### config.mk
export PLATFORM = sky130hd
export DESIGN_NAME = wbm_spi_cmd_flat
export DESIGN_NICKNAME = d
export VERILOG_FILES = /design/src/rtl/wbm_spi_cmd_if.sv /design/src/rtl/wbm_spi_cmd.sv /design/src/flat_wrapper.sv
export SDC_FILE = /design/constraint.sdc
export NUM_CORES = 1
export LEC_CHECK = 0
export ABC_CLOCK_PERIOD_IN_PS = 2400
export BUFFER_PORTS_ARGS = -buffer_cell sky130_fd_sc_hd__buf_2
export CORE_UTILIZATION = 34
export DETAILED_ROUTE_END_ITERATION = 10
export GPL_TIMING_DRIVEN = 0
export SYNTH_ARGS = -nofsm -noshare
export SYNTH_HDL_FRONTEND = slang
export SYNTH_SLANG_ARGS = --single-unit
### constraint.sdc
create_clock -name wb_clk_i -period 2.4 [get_ports wb_clk_i]
set_input_delay 0.48 -clock wb_clk_i [delete_from_list [all_inputs] [get_ports wb_clk_i]]
set_output_delay 0.48 -clock wb_clk_i [all_outputs]
set_load 0.02 [all_outputs]
### src/rtl/wbm_spi_cmd_if.sv
// Byte handshake from the SPI receive stage, Wishbone master bus and read-result port.
// master = command stage side, slave = SPI stages plus Wishbone interconnect.
interface wbm_spi_cmd_if;
    logic       handshake_spi;
    logic [7:0] handshake_buffer;
    logic       handshake_wb;
    logic       wb_cyc_o;
    logic       wb_stb_o;
    logic       wb_we_o;
    logic [6:0] wb_adr_o;
    logic [7:0] wb_dat_o;
    logic [7:0] wb_dat_i;
    logic       wb_ack_i;
    logic [7:0] rd_data_o;
    logic       rd_valid_o;

    modport master (
        input  handshake_spi, handshake_buffer, wb_dat_i, wb_ack_i,
        output handshake_wb, wb_cyc_o, wb_stb_o, wb_we_o, wb_adr_o, wb_dat_o,
        output rd_data_o, rd_valid_o
    );

    modport slave (
        output handshake_spi, handshake_buffer, wb_dat_i, wb_ack_i,
        input  handshake_wb, wb_cyc_o, wb_stb_o, wb_we_o, wb_adr_o, wb_dat_o,
        input  rd_data_o, rd_valid_o
    );
endinterface

### src/rtl/wbm_spi_cmd.sv
// SPI command bytes -> single Wishbone transfers; toggle-to-consume is SYNC_STAGES+1 edges.
// Bytes are held off (return toggle withheld) while a Wishbone transfer is outstanding.
module wbm_spi_cmd #(
    parameter int SYNC_STAGES = 2
) (
    input  logic          wb_clk_i,
    input  logic          wb_rst_ni,
    wbm_spi_cmd_if.master bus
);

    typedef enum logic [1:0] {
        ST_IDLE,
        ST_DATA,
        ST_WB
    } state_e;

    state_e                 state_q, state_d;
    logic [SYNC_STAGES-1:0] sync_q;
    logic                   hs_wb_q, hs_wb_d;
    logic                   we_q, we_d;
    logic [6:0]             adr_q, adr_d;
    logic [7:0]             dat_q, dat_d;
    logic [7:0]             rd_data_q, rd_data_d;
    logic                   rd_valid_q, rd_valid_d;
    logic                   sync;
    logic                   pending;
    logic                   consume;

    assign sync    = sync_q[SYNC_STAGES-1];
    assign pending = sync ^ hs_wb_q;
    assign consume = pending && (state_q != ST_WB);

    always_ff @(posedge wb_clk_i or negedge wb_rst_ni) begin
        if (!wb_rst_ni) begin
            sync_q     <= '0;
            state_q    <= ST_IDLE;
            hs_wb_q    <= 1'b0;
            we_q       <= 1'b0;
            adr_q      <= '0;
            dat_q      <= '0;
            rd_data_q  <= '0;
            rd_valid_q <= 1'b0;
        end else begin
            sync_q     <= {sync_q[SYNC_STAGES-2:0], bus.handshake_spi};
            state_q    <= state_d;
            hs_wb_q    <= hs_wb_d;
            we_q       <= we_d;
            adr_q      <= adr_d;
            dat_q      <= dat_d;
            rd_data_q  <= rd_data_d;
            rd_valid_q <= rd_valid_d;
        end
    end

    always_comb begin
        state_d    = state_q;
        hs_wb_d    = hs_wb_q;
        we_d       = we_q;
        adr_d      = adr_q;
        dat_d      = dat_q;
        rd_data_d  = rd_data_q;
        rd_valid_d = 1'b0;

        if (consume) begin
            hs_wb_d = sync;
        end

        unique case (state_q)
            ST_IDLE: begin
                // 0x00 is filler clocked in while the SPI master reads back data
                if (consume && (bus.handshake_buffer != 8'h00)) begin
                    we_d    = bus.handshake_buffer[7];
                    adr_d   = bus.handshake_buffer[6:0];
                    state_d = bus.handshake_buffer[7] ? ST_DATA : ST_WB;
                end
            end
            ST_DATA: begin
                if (consume) begin
                    dat_d   = bus.handshake_buffer;
                    state_d = ST_WB;
                end
            end
            ST_WB: begin
                if (bus.wb_ack_i) begin
                    state_d = ST_IDLE;
                    if (!we_q) begin
                        rd_data_d  = bus.wb_dat_i;
                        rd_valid_d = 1'b1;
                    end
                end
            end
            default: state_d = ST_IDLE;
        endcase
    end

    assign bus.handshake_wb = hs_wb_q;
    assign bus.wb_cyc_o     = (state_q == ST_WB);
    assign bus.wb_stb_o     = (state_q == ST_WB);
    assign bus.wb_we_o      = we_q;
    assign bus.wb_adr_o     = adr_q;
    assign bus.wb_dat_o     = dat_q;
    assign bus.rd_data_o    = rd_data_q;
    assign bus.rd_valid_o   = rd_valid_q;

endmodule

### src/flat_wrapper.sv
// flat-port wrapper written by rule: the top's interface ports become plain ports
module wbm_spi_cmd_flat 
#(
    parameter int SYNC_STAGES = 2
)
  (wb_clk_i, wb_rst_ni, bus_handshake_spi, bus_handshake_buffer, bus_wb_dat_i, bus_wb_ack_i, bus_handshake_wb, bus_wb_cyc_o, bus_wb_stb_o, bus_wb_we_o, bus_wb_adr_o, bus_wb_dat_o, bus_rd_data_o, bus_rd_valid_o);
  wbm_spi_cmd_if bus_i ();
  input  logic wb_clk_i;
  input  logic wb_rst_ni;
  input wire logic [$bits(bus_i.handshake_spi)-1:0] bus_handshake_spi;
  input wire logic [$bits(bus_i.handshake_buffer)-1:0] bus_handshake_buffer;
  input wire logic [$bits(bus_i.wb_dat_i)-1:0] bus_wb_dat_i;
  input wire logic [$bits(bus_i.wb_ack_i)-1:0] bus_wb_ack_i;
  output wire logic [$bits(bus_i.handshake_wb)-1:0] bus_handshake_wb;
  output wire logic [$bits(bus_i.wb_cyc_o)-1:0] bus_wb_cyc_o;
  output wire logic [$bits(bus_i.wb_stb_o)-1:0] bus_wb_stb_o;
  output wire logic [$bits(bus_i.wb_we_o)-1:0] bus_wb_we_o;
  output wire logic [$bits(bus_i.wb_adr_o)-1:0] bus_wb_adr_o;
  output wire logic [$bits(bus_i.wb_dat_o)-1:0] bus_wb_dat_o;
  output wire logic [$bits(bus_i.rd_data_o)-1:0] bus_rd_data_o;
  output wire logic [$bits(bus_i.rd_valid_o)-1:0] bus_rd_valid_o;
  assign bus_i.handshake_spi = bus_handshake_spi;
  assign bus_i.handshake_buffer = bus_handshake_buffer;
  assign bus_i.wb_dat_i = bus_wb_dat_i;
  assign bus_i.wb_ack_i = bus_wb_ack_i;
  assign bus_handshake_wb = bus_i.handshake_wb;
  assign bus_wb_cyc_o = bus_i.wb_cyc_o;
  assign bus_wb_stb_o = bus_i.wb_stb_o;
  assign bus_wb_we_o = bus_i.wb_we_o;
  assign bus_wb_adr_o = bus_i.wb_adr_o;
  assign bus_wb_dat_o = bus_i.wb_dat_o;
  assign bus_rd_data_o = bus_i.rd_data_o;
  assign bus_rd_valid_o = bus_i.rd_valid_o;
  wbm_spi_cmd #(.SYNC_STAGES(SYNC_STAGES)) u_core (.wb_clk_i(wb_clk_i), .wb_rst_ni(wb_rst_ni), .bus(bus_i));
endmodule
==> metrics.md, run 1 <==
| Metric | Value |
|---|---|
| Slew Limit Fails | `0` |
| RSZ-0062 raised after global routing | `no` |
| RR Startpoint | `u_core.bus.handshake_wb$_DFFE_PN0P_` |
| Synth Area in XOR/XNOR | `0.729%` |
| Asr flop ratio synth | `100%` |
| Minimum clock period | `1790 ps` |
| FF-to-FF path depth | `4` |
| Total GRT Usage | `13.2%` |
| Cell area after synthesis | `1200 µm²` |
| Post-Synthesis Cells | `74` |
| Netlist cell types | `16` |
| GP Congestion | `0.638` |
| Syn avg cell area | `16.2 µm²` |
| Setup tns final | `0 ps` |
| Final Non-Filler Cells | `175` |
| Design Area, Final | `1610 µm²` |
| Post-synth EDFFs | `0` |
| Status | `finished clean` |
| Placed Area | `1490 µm²` |
| Fin crit share | `74.5%` |
| Core Region | `3360 µm²` |
| Die height | `61.4 µm` |
| Vias in the first global route | `729` |
| DRC Markers | `0` |
| Fin Hold WS | `157 ps` |
| Layout cells sized above 1 | `65.1%` |
| Crit Path Max Fanout | `5` |
| Initial Utilization | `35.7%` |
| Metal1 wirelength | `953 µm` |
| Pin count of the biggest net entering global routing | `31` |
| Startpoint class of the critical path | `register` |
| Critical path data arrival time | `1310 ps` |
| Cell Pwr Density | `1510 nW/µm²` |
| Most common cell in the netlist | `dfrtp_1` |
| Hold WC Path Type | `in -> async` |
| Post-synth top cells | `30 x dfrtp_1, 17 x mux2_2, 7 x mux2_4, 3 x nand2b_1` |
| DRT Wirelength | `2120 µm` |
| DIE AREA | `3770 µm²` |
| First-pass GRT wire length | `3280 µm` |
| Hold buffers post-CTS | `0` |
| Largest family of logic cells by synthesized area | `multiplexers` |
| Htree depth | `2` |
| Adder-cell share of the synthesized area | `0%` |
| Top cell type's share of synthesized area | `62.5%` |
| Post-DR vias/cell | `4.45` |
| Worst slew pin tran | `645 ps` |
| Post-synthesis compound-gate area fraction | `3.23%` |
| Antenna violations before repair | `0` |
| Layout Area Growth over Synthesis | `33.6%` |
| Die Wd | `61.4 µm` |
| Antenna cells | `0` |
| Reg clk slew, reported paths | `100 ps` |
| Worst vdd ir | `0.000667 V` |
| Inst Count DP | `167` |
| Met2 routed WL | `1000 µm` |
| Final Worst Setup Slack | `611 ps` |
| # IOs | `48` |
| Met3 routed WL | `123 µm` |
| Post-CTS Setup Repair Bufs | `0` |
| Max-slew headroom | `57.0%` |
| ANT nets after route | `0` |
| Required @ worst endpoint | `1920 ps` |
| R2R Path End | `u_core.bus.wb_dat_o[1]$_DFFE_PN0P_` |
| CTS Buf Count | `5` |
| Yosys top cell by area | `dfrtp_1` |
| Post-synthesis mux area share | `26.4%` |
| Pleak | `0.810 nW` |
| Fin nets | `148` |
| Post-Syn Nets | `94` |
| Post-cts resize count | `0` |
| Seq/Total Area, Yosys | `62.5%` |
| Routed len/inst | `12.1 µm` |
| Input/output buffers | `47` |
| Finish-stage setup viols | `0` |
| CP Class | `reg -> out` |
| Simple-gate share of the synthesized area | `5.21%` |
| Crit. End Element | `output pin` |
| TritonCTS clock tree | `built` |
| Clk_lat worst skew | `330 ps` |
| Max cap viols | `0` |
| Flops & latches, synth | `30` |
| Pre-CTS setup slack | `340 ps` |
| Total grt overflow | `0` |
| R2R setup slack | `780 ps` |
| Clock Tree Buf Depth | `2` |
| Synth Flop Type | `dfrtp_1` |
| Max Used Layer | `met4` |
| Hold Vio Cnt, Final | `0` |
| Main area contributors after synthesis | `dfrtp_1 63%, mux2_2 16%, mux2_4 8.8%` |
| Rows | `21` |
| TritonCTS sink count | `30` |
| Clock root cell | `clkbuf_4` |
| First-pass DRT Iterations | `4` |
| Clock Skew | `14.5 ps` |
| Via Count | `778` |
| FMAX | `559 MHz` |
| Warnings, synthesis | `0` |
| Starting DRT DRC Count | `21` |
sequential cells by signal (all words and copies together) (netlist names):
| signal | count |
|---|---|
| u_core.bus.handshake_wb | 1 |
| u_core.sync_q | 2 |
| u_core.bus.wb_adr_o | 7 |
| u_core.bus.wb_dat_o | 8 |
| u_core.bus.rd_valid_o | 1 |
| u_core.state_q | 2 |
| u_core.bus.rd_data_o | 8 |
| u_core.bus.wb_we_o | 1 |
kinds of logic after synthesis:
family | Yosys count
DFF | 30
xor gates and xnor gates | 1
and+or+nand+nor | 9
muxes | 26
AOI/OAI and AO/OA | 3
buffers and inverters | 5
worst max path at each step:
stage	cells after the start	slack, ps	start	endpoint
2_1_floorplan	3	560	bus_handshake_buffer[2]	u_core.bus.wb_adr_o[0]$_DFFE_PN0P_
3_3_place_gp	4	350	bus_handshake_buffer[2]	u_core.bus.wb_adr_o[5]$_DFFE_PN0P_
3_5_place_dp	4	340	bus_handshake_buffer[2]	u_core.bus.wb_adr_o[2]$_DFFE_PN0P_
4_1_cts	4	580	u_core.state_q[0]$_DFFE_PN0P_	bus_wb_stb_o
5_1_grt	4	490	u_core.state_q[0]$_DFFE_PN0P_	bus_wb_stb_o
6_report	4	610	u_core.state_q[0]$_DFFE_PN0P_	bus_wb_stb_o
per-layer routing:
| layer | vias up | track usage [%] |
|---|---|---|
| met2 | 24 | 19.9 |
| met4 | 0 | 7.62 |
| li1 | 373 | - |
| met3 | 5 | 6.93 |
| met5 | - | 0 |
| met1 | 376 | 15.0 |
stage by stage:
stage          util [%]  power [mW]
2_1_floorplan         -        1.59
3_3_place_gp       44.4        1.90
3_5_place_dp       44.4        1.93
4_1_cts            47.7        2.46
5_1_grt            47.7        2.58
6_report           47.7        2.42
worst max-delay path, stage by stage, from the launching register on:
cell	delay (ps)
dfrtp_1	420
nand2b_1	230
inv_1	100
buf_4	100
buf_2	140
report_power, final:
group | total, mW | internal (mW) | switching, mW
sequential | 0.854 | 0.738 | 0.116
combinational | 1.04 | 0.479 | 0.559
clock | 0.533 | 0.353 | 0.181
total | 2.42 | 1.57 | 0.855
placed cells by master (no fill, tap or decap):
cell       count
buf_2         48
dfrtp_1       30
mux2_2        17
mux2_4         7
clkbuf_4       5
nand2b_1       3
inv_1          2
or4_4          2
nor2_1         2
o221ai_1       2
mux2i_1        2
bufinv_16      2
nor3b_1        1
xor2_1         1
o211ai_4       1
clkbuf_1       1
nor2b_1        1
buf_4          1
clkbuf_8       1
area by class of cell:
class                           count  area (µm²)
Inverter                            2        7.51
Buffer                              3        16.3
Sequential cell                    30         751
Timing Repair Buffer               47         235
Multi-Input combinational cell     39         427
Tap cell                           46        57.6
Clock buffer                        6        51.3
Clock inverter                      2        60.1
Fill cell                         345        1760
Note: power is estimated with default switching activity, not from simulation.
==> inputs of run 2 (changes only) <==
- ABC_CLOCK_PERIOD_IN_PS: 2400 -> 1570
- clock period: 2.4 -> 1.57 ns (I/O delays scaled with it)
==> metrics.md, run 2 (synthesis results as in run 1) <==
| Metric | Value |
|---|---|
| Status | `finished clean` |
| Final Non-Filler Cells | `179` |
| DRT Wirelength | `2250 µm` |
| Die height | `61.4 µm` |
| Pleak | `0.819 nW` |
| Hold WC Path Type | `in -> async` |
| DIE AREA | `3770 µm²` |
| Power Total | `3.53 mW` |
| # IOs | `48` |
| Startpoint class of the critical path | `register` |
| Setup tns final | `0 ps` |
| Post-DP HPWL | `1600 µm` |
| Fin nets | `152` |
| Final core area utilization | `48.4%` |
| FMAX | `669 MHz` |
| Clock Skew | `8.68 ps` |
| Finish-stage setup viols | `0` |
| Slew Limit Fails | `0` |
| Total grt overflow | `0` |
| Max incr delay on CP | `440 ps` |
| Cell Pwr Density | `2170 nW/µm²` |
| Critical-path top delay cell | `dfrtp_1` |
| CTS Buf Count | `5` |
| Via Count | `795` |
| Hold buffers post-CTS | `0` |
| Placed Area | `1500 µm²` |
| Max-slew headroom | `56.1%` |
| Setup crit end | `bus_wb_stb_o` |
| Crit. End Element | `output pin` |
| TritonCTS sink count | `30` |
| GP Congestion | `0.672` |
| Multi-input logic area | `453 µm²` |
| Htree depth | `2` |
| Die Wd | `61.4 µm` |
| Clock Tree Buf Depth | `2` |
| Crit Path Max Fanout | `5` |
| First-pass DRT Iterations | `4` |
| Clock root cell | `clkbuf_4` |
| Critical path data arrival time | `1180 ps` |
| Worst Setup SP | `u_core.state_q[1]$_DFFE_PN0P_` |
| FF-to-FF path depth | `4` |
| Pre-CTS setup slack | `-315 ps` |
| Design Area, Final | `1630 µm²` |
| Most frequent cells in the layout | `48 x buf_2, 30 x dfrtp_1, 17 x mux2_2, 7 x mux2_4` |
| ANT nets after route | `0` |
| Fin Hold WS | `12.9 ps` |
| Post-DR vias/cell | `4.44` |
| Core Region | `3360 µm²` |
| Routed len/inst | `12.6 µm` |
| Antenna violations before repair | `0` |
| RR Startpoint | `u_core.bus.handshake_wb$_DFFE_PN0P_` |
| Rows | `21` |
| Final Worst Setup Slack | `75.1 ps` |
| CP Class | `reg -> out` |
| Starting DRT DRC Count | `10` |
| DRC Markers | `0` |
| R2R setup slack | `90 ps` |
| Antenna cells | `0` |
| Worst slew pin tran | `659 ps` |
| Inst Count DP | `167` |
| Required @ worst endpoint | `1260 ps` |
| Fill cells | `320` |
| Layout Area Growth over Synthesis | `35.4%` |
| Input/output buffers | `47` |
| Clk_lat worst skew | `320 ps` |
| RSZ-0062 raised after global routing | `no` |
| Register Area | `751 µm²` |
| Pin count of the biggest net entering global routing | `31` |
| Fin crit share | `95.2%` |
| Total GRT Usage | `13.3%` |
| Initial Utilization | `35.7%` |
| Reg clk slew, reported paths | `90 ps` |
| Most common cell after layout, fill and taps aside | `buf_2` |
| Critical path, cell by cell | `nand2b_4 > inv_1 > buf_4 > buf_4` |
| Vias in the first global route | `732` |
| Minimum clock period | `1490 ps` |
| Hold Vio Cnt, Final | `0` |
| Layout cells sized above 1 | `67.7%` |
| First-pass GRT wire length | `3440 µm` |
| Worst vdd ir | `0.000859 V` |
| TritonCTS clock tree | `built` |
| Most used cell, CP | `buf_4` |
| R2R Path End | `u_core.bus.wb_dat_o[5]$_DFFE_PN0P_` |
| Max cap viols | `0` |
-- run 2: cell types whose count changed in the layout (fill, tap and decap cells not counted), sizes merged --
cell	previous run	this run
clkinv	0	1
bufinv	2	0
buf	49	54
-- run 2: repair_timing --
| action | CTS | global route |
|---|---|---|
| pin swaps | 0 | 1 |
| cloned | 0 | 0 |
| gates resized for setup | 3 | 3 |
| setup buffers | 1 | 3 |
| endpoints found under the setup margin | 12 | 12 |
-- run 2: per-layer routing --
metal,global-route usage [%],part of all wire [%],wire length (µm)
met3,6.09,5.7,129
met5,0,0,0
met2,20.5,47,1050
met1,16.3,46,1030
met4,5.71,1.8,40
-- run 2: how the worst min path moves through the flow --
stage,end,slack (ps)
final,u_core.bus.wb_dat_o[0]$_DFFE_PN0P_,10
after global routing,u_core.bus.wb_dat_o[0]$_DFFE_PN0P_,40
after CTS,u_core.bus.wb_adr_o[1]$_DFFE_PN0P_,30
after detailed placement,u_core.sync_q[1]$_DFF_PN0_,350
after global placement,u_core.sync_q[1]$_DFF_PN0_,330
after floorplan,u_core.bus.handshake_wb$_DFFE_PN0P_,20
-- run 2: critical path, delay by kind of cell, from the launching register on --
family | cells | cell delay [ps]
and+or+nand+nor | 1 | 110
buffers and inverters | 3 | 310
DFF | 1 | 440
-- run 2: final cells by class --
type	count	share of cell area, %
Tap cell	46	3.54
Timing Repair Buffer	51	17.2
Inverter	2	0.462
Sequential cell	30	46.2
Clock buffer	7	3.38
Buffer	3	1.08
Multi-Input combinational cell	39	27.8
Clock inverter	1	0.308
-- run 2: where the power goes --
group,total (mW),internal [mW],leakage [nW],switching (mW)
Combinational,1.74,0.850,0.426,0.890
Sequential,1.32,1.13,0.357,0.195
Clock,0.465,0.217,0.0353,0.248
Total,3.53,2.20,0.819,1.33
==> inputs of run 3 (changes only) <==
- PLACE_DENSITY: default -> 0.7
- SLEW_MARGIN: default -> 0
==> metrics.md, run 3 (synthesis results as in run 1) <==
| Metric | Value |
|---|---|
| Antenna violations before repair | `0` |
| Crit. End Element | `output pin` |
| Antenna cells | `0` |
| ANT nets after route | `0` |
| Initial Utilization | `35.7%` |
| Most common cell after layout, fill and taps aside | `buf_2` |
| Most frequent cells in the layout | `47 x buf_2, 30 x dfrtp_1, 17 x mux2_2, 7 x mux2_4, 5 x clkbuf_4` |
| CTS Buf Count | `5` |
| Critical path, cell by cell | `nand2b_4 > inv_1 > buf_4 > buf_4` |
| Vias in the first global route | `752` |
| # IOs | `48` |
| Routed len/inst | `12.7 µm` |
| Setup crit end | `bus_wb_stb_o` |
| Hold buffers post-CTS | `0` |
| First-pass GRT wire length | `3590 µm` |
| Max cap viols | `0` |
| Fin Hold WS | `20.7 ps` |
| Via Count | `788` |
| Die height | `61.4 µm` |
| Clk_lat worst skew | `310 ps` |
| Required @ worst endpoint | `1260 ps` |
| Layout Area Growth over Synthesis | `32.5%` |
| Post-DP HPWL | `1650 µm` |
| Hold Vio Cnt, Final | `0` |
| Critical-path top delay cell | `dfrtp_1` |
| GP Congestion | `0.630` |
| Final Non-Filler Cells | `175` |
| Post-DR vias/cell | `4.50` |
| DIE AREA | `3770 µm²` |
| Minimum clock period | `1490 ps` |
| RR Startpoint | `u_core.state_q[0]$_DFFE_PN0P_` |
| Critical path data arrival time | `1170 ps` |
| TritonCTS sink count | `30` |
| Total grt overflow | `0` |
| CP Class | `reg -> out` |
| Clock Skew | `4.39 ps` |
| Fin crit share | `94.8%` |
| Htree depth | `2` |
| Crit Path Max Fanout | `5` |
| DRC Markers | `0` |
| Power Total | `3.45 mW` |
| First-pass DRT Iterations | `3` |
| Total GRT Usage | `13.7%` |
| RSZ-0062 raised after global routing | `no` |
| Pin count of the biggest net entering global routing | `31` |
| Status | `finished clean` |
| Inst Count DP | `167` |
| Hold WC Path Type | `in -> async` |
| Input/output buffers | `47` |
| Clock Tree Buf Depth | `2` |
| FMAX | `672 MHz` |
| Starting DRT DRC Count | `10` |
| Cell Pwr Density | `2170 nW/µm²` |
| R2R setup slack | `100 ps` |
| Rows | `21` |
| Max incr delay on CP | `440 ps` |
| DRT Wirelength | `2230 µm` |
| Most used cell, CP | `buf_4` |
| Startpoint class of the critical path | `register` |
| Layout cells sized above 1 | `67.4%` |
| Clock root cell | `clkbuf_4` |
| Pleak | `0.804 nW` |
| Slew Limit Fails | `0` |
| R2R Path End | `u_core.bus.rd_data_o[1]$_DFFE_PN0P_` |
| Max-slew headroom | `56.5%` |
| Finish-stage setup viols | `0` |
| Worst slew pin tran | `652 ps` |
| Core Region | `3360 µm²` |
| Die Wd | `61.4 µm` |
| FF-to-FF path depth | `4` |
| Fin nets | `150` |
| TritonCTS clock tree | `built` |
| Reg clk slew, reported paths | `80 ps` |
| Worst vdd ir | `0.000963 V` |
| Worst Setup SP | `u_core.state_q[1]$_DFFE_PN0P_` |
[run 3: worst max-delay path: cells and delay by family, from the launching register on]
kind,cells,cell delay (ps)
buf+inv,3,310
flops,1,440
simple gates,1,110
[run 3: area by class of cell]
type / instances / area (µm²)
Fill cell: 345 / 1770
Clock buffer: 6 / 51.3
Inverter: 2 / 7.51
Sequential cell: 30 / 751
Timing Repair Buffer: 49 / 265
Buffer: 3 / 17.5
Multi-Input combinational cell: 39 / 442
Tap cell: 46 / 57.6
[run 3: where the power goes]
group	switching [mW]	internal, mW
combinational	0.880	0.814
sequential	0.191	1.13
clock	0.234	0.201
total	1.31	2.14
[run 3: routing by layer]
layer  routed length [µm]  track usage, %  vias up
li1                     -               -      367
met1                  941            17.0      390
met2                 1120            20.8       25
met3                  125            5.67        6
met4                   42            6.67        0
met5                    0               0        -
[run 3: how the worst min path moves through the flow]
stage / to / depth (start not counted) / from
3_3_place_gp: u_core.sync_q[1]$_DFF_PN0_ / 0 / u_core.sync_q[0]$_DFF_PN0_
4_1_cts: u_core.bus.wb_dat_o[3]$_DFFE_PN0P_ / 1 / wb_rst_ni
3_5_place_dp: u_core.sync_q[1]$_DFF_PN0_ / 0 / u_core.sync_q[0]$_DFF_PN0_
5_1_grt: u_core.state_q[0]$_DFFE_PN0P_ / 1 / wb_rst_ni
2_1_floorplan: u_core.bus.handshake_wb$_DFFE_PN0P_ / 0 / wb_rst_ni
6_report: u_core.bus.wb_dat_o[0]$_DFFE_PN0P_ / 1 / wb_rst_ni
[run 3: what timing repair did]
action,in CTS,in global routing
setup endpoints to repair,13,11
setup buffers,0,2
pin swaps,0,1
endpoints found under the hold margin,0,0
resized for setup,2,1
[run 3: per-stage QoR]
step	TNS (ps)	utilization [%]	area, µm²	worst slack, ps
3_3_place_gp	-2580	44.5	1500	-318
6_report	0	47.3	1590	82.0
4_1_cts	0	46.4	1560	5.67
2_1_floorplan	-695	-	1200	-99.2
3_5_place_dp	-2640	44.5	1500	-327
5_1_grt	0	47.3	1590	5.91
